$ cat src/rtl/alu_pkg.sv
// Shared ALU widths, opcodes, held-entry layout and immediate extension.
// Latency: n/a (types and pure functions only).
// Backpressure: n/a.
package alu_pkg;

    localparam int DATA_W = 32;
    localparam int REG_N  = 32;
    localparam int ADDR_W = 5;

    typedef enum logic [2:0] {
        ALU_ADD  = 3'b000,
        ALU_SUB  = 3'b001,
        ALU_AND  = 3'b010,
        ALU_OR   = 3'b011,
        ALU_SLT  = 3'b100,
        ALU_PASS = 3'b101
    } alu_op_e;

    // One instruction as presented to the ALU, plus the source tags needed to refresh it while stalled.
    typedef struct packed {
        logic [DATA_W-1:0] op1;
        logic [DATA_W-1:0] op2;
        logic [2:0]        alu_sel;
        logic [ADDR_W-1:0] rd_addr;
        logic              rd_we;
        logic [ADDR_W-1:0] rs_addr;
        logic [ADDR_W-1:0] rt_addr;
        logic              use_imm;
    } entry_t;

    function automatic logic [DATA_W-1:0] ext_imm(input logic [15:0] imm, input logic [2:0] op);
        logic [DATA_W-1:0] ext;
        if (op == ALU_AND || op == ALU_OR) begin
            ext = {{(DATA_W-16){1'b0}}, imm};
        end else begin
            ext = {{(DATA_W-16){imm[15]}}, imm};
        end
        return ext;
    endfunction

endpackage

$ cat src/rtl/regfile_2r1w.sv
// Register file, two asynchronous read ports and one write port; r0 reads 0.
// Latency: reads combinational, writes visible after the clock edge.
// Backpressure: none, a write is always taken.
module regfile_2r1w
    import alu_pkg::*;
#(
    parameter int DATA_W = alu_pkg::DATA_W,
    parameter int REG_N  = alu_pkg::REG_N,
    parameter int ADDR_W = alu_pkg::ADDR_W
) (
    input  logic              clk,
    input  logic              rst_n,
    input  logic [ADDR_W-1:0] ra0,
    output logic [DATA_W-1:0] rd0,
    input  logic [ADDR_W-1:0] ra1,
    output logic [DATA_W-1:0] rd1,
    input  logic              we,
    input  logic [ADDR_W-1:0] wa,
    input  logic [DATA_W-1:0] wd
);

    logic [DATA_W-1:0] mem_q [REG_N];
    logic [DATA_W-1:0] mem_d [REG_N];

    always_comb begin
        mem_d = mem_q;
        if (we && wa != '0) begin
            mem_d[wa] = wd;
        end
    end

    always_ff @(posedge clk or negedge rst_n) begin
        if (!rst_n) begin
            for (int i = 0; i < REG_N; i++) begin
                mem_q[i] <= '0;
            end
        end else begin
            mem_q <= mem_d;
        end
    end

    assign rd0 = (ra0 == '0) ? '0 : mem_q[ra0];
    assign rd1 = (ra1 == '0) ? '0 : mem_q[ra1];

endmodule

$ cat src/rtl/id_ex_operand_stage.sv
// Operand fetch with EX/WB forwarding and immediate select, registered toward the ALU.
// Latency: 1 cycle from accept to out_valid; one instruction per cycle when out_ready holds.
// Backpressure: in_ready = !out_valid || out_ready; a stalled entry keeps refreshing its operands.
module id_ex_operand_stage
    import alu_pkg::*;
#(
    parameter int DATA_W = alu_pkg::DATA_W,
    parameter int REG_N  = alu_pkg::REG_N,
    parameter int ADDR_W = alu_pkg::ADDR_W
) (
    input  logic              clk,
    input  logic              rst_n,
    input  logic              in_valid,
    output logic              in_ready,
    input  logic [ADDR_W-1:0] rs_addr,
    input  logic [ADDR_W-1:0] rt_addr,
    input  logic [ADDR_W-1:0] rd_addr,
    input  logic              rd_we_in,
    input  logic [15:0]       imm16,
    input  logic              use_imm,
    input  logic [2:0]        alu_sel_in,
    input  logic              flush,
    input  logic              ex_fwd_en,
    input  logic [ADDR_W-1:0] ex_fwd_addr,
    input  logic [DATA_W-1:0] ex_fwd_data,
    input  logic              wb_en,
    input  logic [ADDR_W-1:0] wb_addr,
    input  logic [DATA_W-1:0] wb_data,
    output logic              out_valid,
    input  logic              out_ready,
    output logic [DATA_W-1:0] OP1,
    output logic [DATA_W-1:0] OP2,
    output logic [2:0]        ALUSel,
    output logic [ADDR_W-1:0] rd_addr_out,
    output logic              rd_we_out
);

    logic              valid_q, valid_d;
    entry_t            entry_q, entry_d;
    logic [DATA_W-1:0] rf_rs_data, rf_rt_data;
    logic [DATA_W-1:0] rs_val, rt_val;
    logic              accept;

    regfile_2r1w #(
        .DATA_W (DATA_W),
        .REG_N  (REG_N),
        .ADDR_W (ADDR_W)
    ) u_regfile (
        .clk   (clk),
        .rst_n (rst_n),
        .ra0   (rs_addr),
        .rd0   (rf_rs_data),
        .ra1   (rt_addr),
        .rd1   (rf_rt_data),
        .we    (wb_en),
        .wa    (wb_addr),
        .wd    (wb_data)
    );

    // EX result beats WB; 'base' is the regfile value on issue or the held value while stalled.
    function automatic logic [DATA_W-1:0] fwd_sel(
        input logic [ADDR_W-1:0] addr,
        input logic [DATA_W-1:0] base,
        input logic              e_en,
        input logic [ADDR_W-1:0] e_addr,
        input logic [DATA_W-1:0] e_data,
        input logic              w_en,
        input logic [ADDR_W-1:0] w_addr,
        input logic [DATA_W-1:0] w_data
    );
        logic [DATA_W-1:0] val;
        val = base;
        if (addr == '0) begin
            val = '0;
        end else if (e_en && e_addr == addr) begin
            val = e_data;
        end else if (w_en && w_addr == addr) begin
            val = w_data;
        end
        return val;
    endfunction

    assign in_ready = !valid_q || out_ready;
    assign accept   = in_valid && in_ready;

    always_comb begin
        rs_val = fwd_sel(rs_addr, rf_rs_data, ex_fwd_en, ex_fwd_addr, ex_fwd_data,
                         wb_en, wb_addr, wb_data);
        rt_val = fwd_sel(rt_addr, rf_rt_data, ex_fwd_en, ex_fwd_addr, ex_fwd_data,
                         wb_en, wb_addr, wb_data);
    end

    always_comb begin
        valid_d = valid_q;
        entry_d = entry_q;
        if (flush) begin
            valid_d       = 1'b0;
            entry_d.rd_we = 1'b0;
        end else if (accept) begin
            valid_d         = 1'b1;
            entry_d.op1     = rs_val;
            entry_d.op2     = use_imm ? ext_imm(imm16, alu_sel_in) : rt_val;
            entry_d.alu_sel = alu_sel_in;
            entry_d.rd_addr = rd_addr;
            entry_d.rd_we   = rd_we_in;
            entry_d.rs_addr = rs_addr;
            entry_d.rt_addr = rt_addr;
            entry_d.use_imm = use_imm;
        end else if (valid_q && out_ready) begin
            valid_d = 1'b0;
        end else if (valid_q) begin
            entry_d.op1 = fwd_sel(entry_q.rs_addr, entry_q.op1, ex_fwd_en, ex_fwd_addr,
                                  ex_fwd_data, wb_en, wb_addr, wb_data);
            if (!entry_q.use_imm) begin
                entry_d.op2 = fwd_sel(entry_q.rt_addr, entry_q.op2, ex_fwd_en, ex_fwd_addr,
                                      ex_fwd_data, wb_en, wb_addr, wb_data);
            end
        end
    end

    always_ff @(posedge clk or negedge rst_n) begin
        if (!rst_n) begin
            valid_q         <= 1'b0;
            entry_q         <= '0;
            entry_q.alu_sel <= ALU_PASS;
        end else begin
            valid_q <= valid_d;
            entry_q <= entry_d;
        end
    end

    assign out_valid   = valid_q;
    assign OP1         = entry_q.op1;
    assign OP2         = entry_q.op2;
    assign ALUSel      = entry_q.alu_sel;
    assign rd_addr_out = entry_q.rd_addr;
    assign rd_we_out   = entry_q.rd_we;

endmodule

$ cat config.mk
export PLATFORM = sky130hd
export DESIGN_NAME = id_ex_operand_stage
export DESIGN_NICKNAME = d
export VERILOG_FILES = /design/src/rtl/alu_pkg.sv /design/src/rtl/regfile_2r1w.sv /design/src/rtl/id_ex_operand_stage.sv
export SDC_FILE = /design/constraint.sdc
export NUM_CORES = 2
export LEC_CHECK = 0
export CAP_MARGIN = 40
export CORE_ASPECT_RATIO = 1.25
export CORE_MARGIN = 1
export CORE_UTILIZATION = 50
export DETAILED_ROUTE_END_ITERATION = 10
export PLACE_DENSITY_LB_ADDON = 0.12
export SYNTH_ARGS = -nofsm -noshare
export SYNTH_HDL_FRONTEND = slang
export SYNTH_HIERARCHICAL = 1
export SYNTH_SLANG_ARGS = --single-unit
$ cat constraint.sdc
create_clock -name clk -period 3.26 [get_ports clk]
set_input_delay 0.326 -clock clk [delete_from_list [all_inputs] [get_ports clk]]
set_output_delay 0.326 -clock clk [all_outputs]
set_load 0.005 [all_outputs]
**After elaboration in Yosys (flattened, before gate mapping)**

Cells that the tools add are included.

- Bits of input ports: 117
- Latch bits: 0
- Register bits: 1,109
- Memory bits (read-only): 0
- Memories kept: 0
- Bits in writable memories: 0

- $add $sub $neg: 0
- Reduce and logical (&&, ||, !) cells: 28
- Multiply operators: 0
- Magnitude comparators: 4
- Div/mod/pow operators: 0
- Eq/ne operators: 12
- Bitwise logic cells: 4
- Shift operators: 0
- Muxes and demuxes: 32

Operator list:

| kind | count |
|---|---|
| 1024-bit bitwise mux | 1 |
| 32-bit 2-to-1 mux | 20 |
| 32-bit binary-select mux with 5-bit select | 2 |
| 64-bit 2-to-1 mux | 3 |
| 32-bit demux with 5-bit select | 1 |
| 5-bit equality test | 8 |
| 5-bit zero test | 4 |
| 6-bit >= comparator (second input constant) | 3 |
| 5-bit NOT with 6-bit output | 3 |
| 1-bit logical AND | 12 |
| 12-bit 2-to-1 mux | 1 |
| 4-bit nonzero test | 2 |
| 3-bit by 2-bit equality test with 1-bit output (second input constant) | 2 |
| 6-bit by 1-bit less-than comparator with 1-bit output (second input constant) | 1 |
| 5-bit AND reduction | 1 |
| 5-bit nonzero test | 1 |
| 1-bit 2-to-1 mux | 4 |
| 4-bit AND reduction | 1 |
| 2-bit nonzero test | 2 |
| 3-bit nonzero test | 1 |
| 1-bit logical OR | 2 |
| 2-bit by 1-bit inequality test with 1-bit output (second input constant) | 1 |
| 2-bit inequality test (second input constant) | 1 |
| 2-bit AND reduction | 1 |
| 2 further kinds | 2 |

**Logic depth before layout (Yosys ltp)**

- Word-level depth: 9
- Gate-level depth with buffers: 10
- Mapped depth without buffers: 7

**By module**

Netlist, hierarchy kept.

By module, submodules not included:

| module | cells an instance | area an instance (sq um) | times used | sequential area each (sq um) |
|---|---|---|---|---|
| regfile_2r1w | 3,619 | 54,382.2 | 1 | 25,624.6 |
| id_ex_operand_stage | 745 | 7,035.5 | 1 | 2,129.5 |

**Worst setup path before layout**

OpenSTA, ideal clock, no wires.

- Path type: input-to-reg
- From: input port rs_addr[1]
- To: register entry_q, in the netlist OP1[16]
- Library setup time: 0.125 ns
- Path slack: 0.771 ns
- Buffers on the path: 2
- Stages on the path: 9
- Data arrival time: 2.364 ns
- Cells stage by stage: buf_2 > buf_2 > mux4_2 > mux2_2 > o21ai_0 > a311oi_1 > a221oi_2 > o22ai_1 > mux2_2

- Longest elaborated chain between the ends: 8

RTL lines:

| item | line | source |
|---|---|---|
| start: declaration | id_ex_operand_stage.sv:15 | `input logic [ADDR_W-1:0] rs_addr,` |
| 5-bit NOT with 6-bit output (implied by the code) | regfile_2r1w.sv:42 | `assign rd0 = (ra0 == '0) ? '0 : mem_q[ra0];` |
| 32-bit binary-select mux with 5-bit select | regfile_2r1w.sv:42 |  |
| 32-bit 2-to-1 mux (implied by the code) (2 in a row) | regfile_2r1w.sv:42 |  |
| named net rf_rs_data[16] | id_ex_operand_stage.sv:40 | `logic [DATA_W-1:0] rf_rs_data, rf_rt_data;` |
| 32-bit 2-to-1 mux | id_ex_operand_stage.sv:77 | `end else if (w_en && w_addr == addr) begin` |
| 32-bit 2-to-1 mux | id_ex_operand_stage.sv:75 | `end else if (e_en && e_addr == addr) begin` |
| 32-bit 2-to-1 mux | id_ex_operand_stage.sv:73 | `if (addr == '0) begin` |
| 64-bit 2-to-1 mux | id_ex_operand_stage.sv:99 | `end else if (accept) begin` |
| end signal: assignment | id_ex_operand_stage.sv:128 | `entry_q <= entry_d;` |
| end: declaration | id_ex_operand_stage.sv:39 | `entry_t entry_q, entry_d;` |

The timed path passes the listed nets, and every way through them passes these cells. The select of a mux whose other input is x is not followed.
A chain may end at the register's enable or synchronous reset.

**Worst setup path in the final report**

- From: register valid_q, in the netlist out_valid
- To: register entry_q, in the netlist OP2[14]

- Longest elaborated chain between the ends: 5

RTL lines:

| item | line | source |
|---|---|---|
| start: declaration | id_ex_operand_stage.sv:38 | `logic valid_q, valid_d;` |
| start signal: assignment | id_ex_operand_stage.sv:127 | `valid_q <= valid_d;` |
| 1-bit zero test | id_ex_operand_stage.sv:83 | `assign in_ready = !valid_q \|\| out_ready;` |
| 1-bit logical OR | id_ex_operand_stage.sv:83 |  |
| 1-bit logical AND | id_ex_operand_stage.sv:84 | `assign accept = in_valid && in_ready;` |
| 4-bit nonzero test (no source line) (tied with other cells) | n/a |  |
| 5-bit AND reduction (no source line) | n/a |  |

Parallel ways exist; a longest one is shown, timed or not.

==> flow_summary.yaml <==
run_status:
  status: "complete, but fails checks"
  violations: "DRC"
critical_path:
  cp-start-kind: "flop"
  cp.required_ps: 3940
  crit_path_end_kind: "flop"
  path_cells: "nor2b_1, buf_4, inv_1, nand2_1, a2111oi_4, buf_12, buf_4, nand2_1, a21oi_1, a2111o_1"
  cp-startpoint: "out_valid"
  crit_type: "reg -> reg"
  crit_end: "OP2[14]"
  worstPathArrival_ps: 3630
  r2r_slack_ps: 310
  reg2reg_from: "out_valid"
  cp.depth: 10
  path_max_fanout: 15
  r2r_cells: 10
  r2r_end: "OP2[14]"
  crit_family: "compound AO/OA/AOI/OAI gates"
  max_stage_delay_ps: 550
  crit_buf_inv: 4
  cp_slowest_cell: "nand2_1"
cts:
  clock-sinks: 1109
  post_cts_buffers: 0
  cts_root_buffer: "clkbuf_16"
  tritoncts: "yes"
  insertion_delay_ps: 760
  hold_buffers: 1
  cts_buffer_depth: 3
  htreeDepth: 3
  ctsResizeCount: 0
  clk_pin_slew_worst_paths_ps: 60
  numCtsBuffers: 116
pwr:
  p_sw_mw: 11.6
  p_seq_frac: 0.442
  p_comb_frac: 0.224
  ir_drop_v: 0.000436
  p_sw_frac: 0.278
  power_density_nw_per_um2: 589
  p_int_mw: 30.2
  power_frac_clock: 0.334
  p_leak_nw: 30.1
sta:
  skew_ps: 29.4
  fin_crit_ps: 2950
  drv_slew: 0
  max_clock_freq_ghz: 0.339
  tightestPinTransition_ps: 930
  hold_violations: 0
  setup_viol: 0
  slew_headroom: 0.376
  whs_ps: 152
  post-route-period-util: 0.904
  rsz0062_at_grt: "no"
global_route:
  grt_pass1_vias: 43882
  grt_max_degree: 103
  grt_usage: 0.359
  antenna_found_initial: 18
  grt-ovfl-total: 0
  grt_pass1_wl_mm: 319
cells_and_area:
  fin_nets: 4597
  layout_commonest_cell: "dfrtp_1"
  seqCellArea_um2: 27800
  n_fill_cell: 9798
  final_cell_area_um2: 71000
  multi_input_area_um2: 31100
  layout-area-overhead-vs-synth_pct: 15.6
  drive_gt1_frac: 0.479
  final_cell_mix: "1,107 x dfrtp_1, 1,075 x mux2_2, 448 x mux4_2"
synthesis:
  yosysSeqAreaShare: 0.452
  synth-async-reset-ratio: 1.00
  synth_fp_nets: 4481
  avgSynthCellArea_um2: 14.1
  synth_top_area_frac: 0.451
  yosys_warnings: 6
  ys.flop_type: "dfrtp_1"
  synth.top_cells.by_area: "dfrtp_1 45%, mux2_2 20%, mux4_2 16%, mux2i_1 3.1%, clkbuf_1 1.6%"
  netlist_instances: 4364
  synthesis.area_um2: 61400
  synth_edf_count: 0
  yosys.area.top_type: "dfrtp_1"
  ys_ff_latch: 1109
  synthDistinctLibCells: 52
placement:
  io_buffer_count: 191
  placed_area_um2: 67000
  place_hpwl_mm: 140
  place.gp.congestion: 0.882
floorplan:
  num_io_pins: 192
  dieArea_um2: 124000
  start_util: 0.505
  die_x_um: 315
  fp.dieH_um: 394
  core_um2: 122000
  rows: 143
detailed_routing:
  antenna_left: 0
  drcViolationCount: 30
  route.vias.total: 42905
  routed_via_density: 6.95
  drt-initial-drc-count: 4196
  wire_per_inst_um: 35.8
  drt_first_pass_iters: 11
  drt-total-wl_mm: 221
min_path:
  hold_path_class: "in -> async"
flow_run:
  max_cap_violations: 0
## power groups by stage
stage / clock (mW) / combinational [mW] / sequential, mW
floorplan: 0 / 6.61 / 17.9
global placement: 0 / 9.14 / 18.5
detailed placement: 0 / 9.31 / 18.7
CTS: 14.1 / 9.34 / 18.4
global route: 14.7 / 9.89 / 18.8
finish: 13.9 / 9.37 / 18.5
## cell usage after synthesis (3+ instances only)
cell / instances
clkbuf_1: 263
nand4_1: 4
or3_1: 4
buf_6: 6
a211oi_1: 64
o21ai_0: 164
and3_1: 36
nand2_1: 114
a31oi_1: 16
mux2i_1: 192
nand3_1: 3
o22ai_1: 32
nor4_1: 5
nor3_1: 36
xnor2_1: 16
a2111o_1: 31
mux2_2: 1075
a22oi_1: 64
nand2b_1: 5
buf_2: 169
xor2_1: 24
inv_1: 4
dfrtp_1: 1107
a221oi_2: 30
a311oi_1: 64
or2_2: 4
buf_1: 19
buf_4: 110
mux2_1: 32
a21oi_1: 18
or4_1: 4
and2_1: 3
nand4b_1: 3
nor2_1: 25
a221oi_1: 52
o2111ai_1: 14
nor2b_1: 72
mux4_2: 448
a22o_1: 15
## flip-flops by register name (all words and copies together), names as in the netlist
| name | cells |
|---|---|
| rd_addr_out | 5 |
| OP2 | 32 |
| ALUSel | 3 |
| u_regfile/mem_q | 1024 |
| out_valid | 1 |
| OP1 | 32 |
| entry_q | 11 |
| rd_we_out | 1 |
## through the flow
stage / setup WS, ps / power [mW] / setup TNS (ps) / std cells / utilization
2_1_floorplan: 771 / 24.5 / 0 / 4364 / -
3_3_place_gp: -387 / 27.6 / -5540 / 5953 / 0.550
3_5_place_dp: 23.8 / 28.0 / 0 / 5956 / 0.551
4_1_cts: 433 / 41.9 / 0 / 6171 / 0.583
5_1_grt: 303 / 43.4 / 0 / 6174 / 0.583
6_report: 312 / 41.8 / 0 / 6177 / 0.583
## kinds of logic (layout without fill, tap and decap cells)
group                  after synthesis  after routing  synth area share
AO/OA/AOI/OAI                      571            571            0.0705
XOR/XNOR                            40             40           0.00570
buffers and inverters              573            785            0.0460
flip-flops                        1109           1109             0.452
multiplexers                      1747           1747             0.399
other                                0              6                 0
AND/OR/NAND/NOR                    324            324            0.0274
## metal layers
metal	GRT usage	vias to the layer above	wire length [µm]
met5	0	-	45
met2	0.574	2157	106000
met3	0.0686	560	17800
li1	-	17037	-
met1	0.465	23145	84800
met4	0.185	6	12700
## worst min path at each step
stage,depth (start not counted),slack (ps),endpoint,from
floorplan,0,30,ALUSel[1],rst_n
global placement,1,360,u_regfile/mem_q[243],rst_n
detailed placement,1,360,u_regfile/mem_q[179],rst_n
CTS,3,140,entry_q[10],rs_addr[4]
global route,3,170,entry_q[10],rs_addr[4]
finish,2,150,u_regfile/mem_q[243],rst_n
## layout make-up
cell class              instances  share of cell area
well taps                    1595              0.0281
repair buffers                567              0.0865
clock buffers                 178              0.0487
multi-input cells            2682               0.438
clock inverters                36             0.00700
inverters                       4            0.000247
diodes                          6            0.000212
flip-flops and latches       1109               0.391
## worst reg2reg max path, cell delays in order, from the launching register on
cell	delay [ps]
dfrtp_1	470
nor2b_1	180
buf_4	190
inv_1	140
nand2_1	120
a2111oi_4	260
buf_12	160
buf_4	150
nand2_1	550
a21oi_1	520
a2111o_1	140
Power figures use the tool's default switching activity.
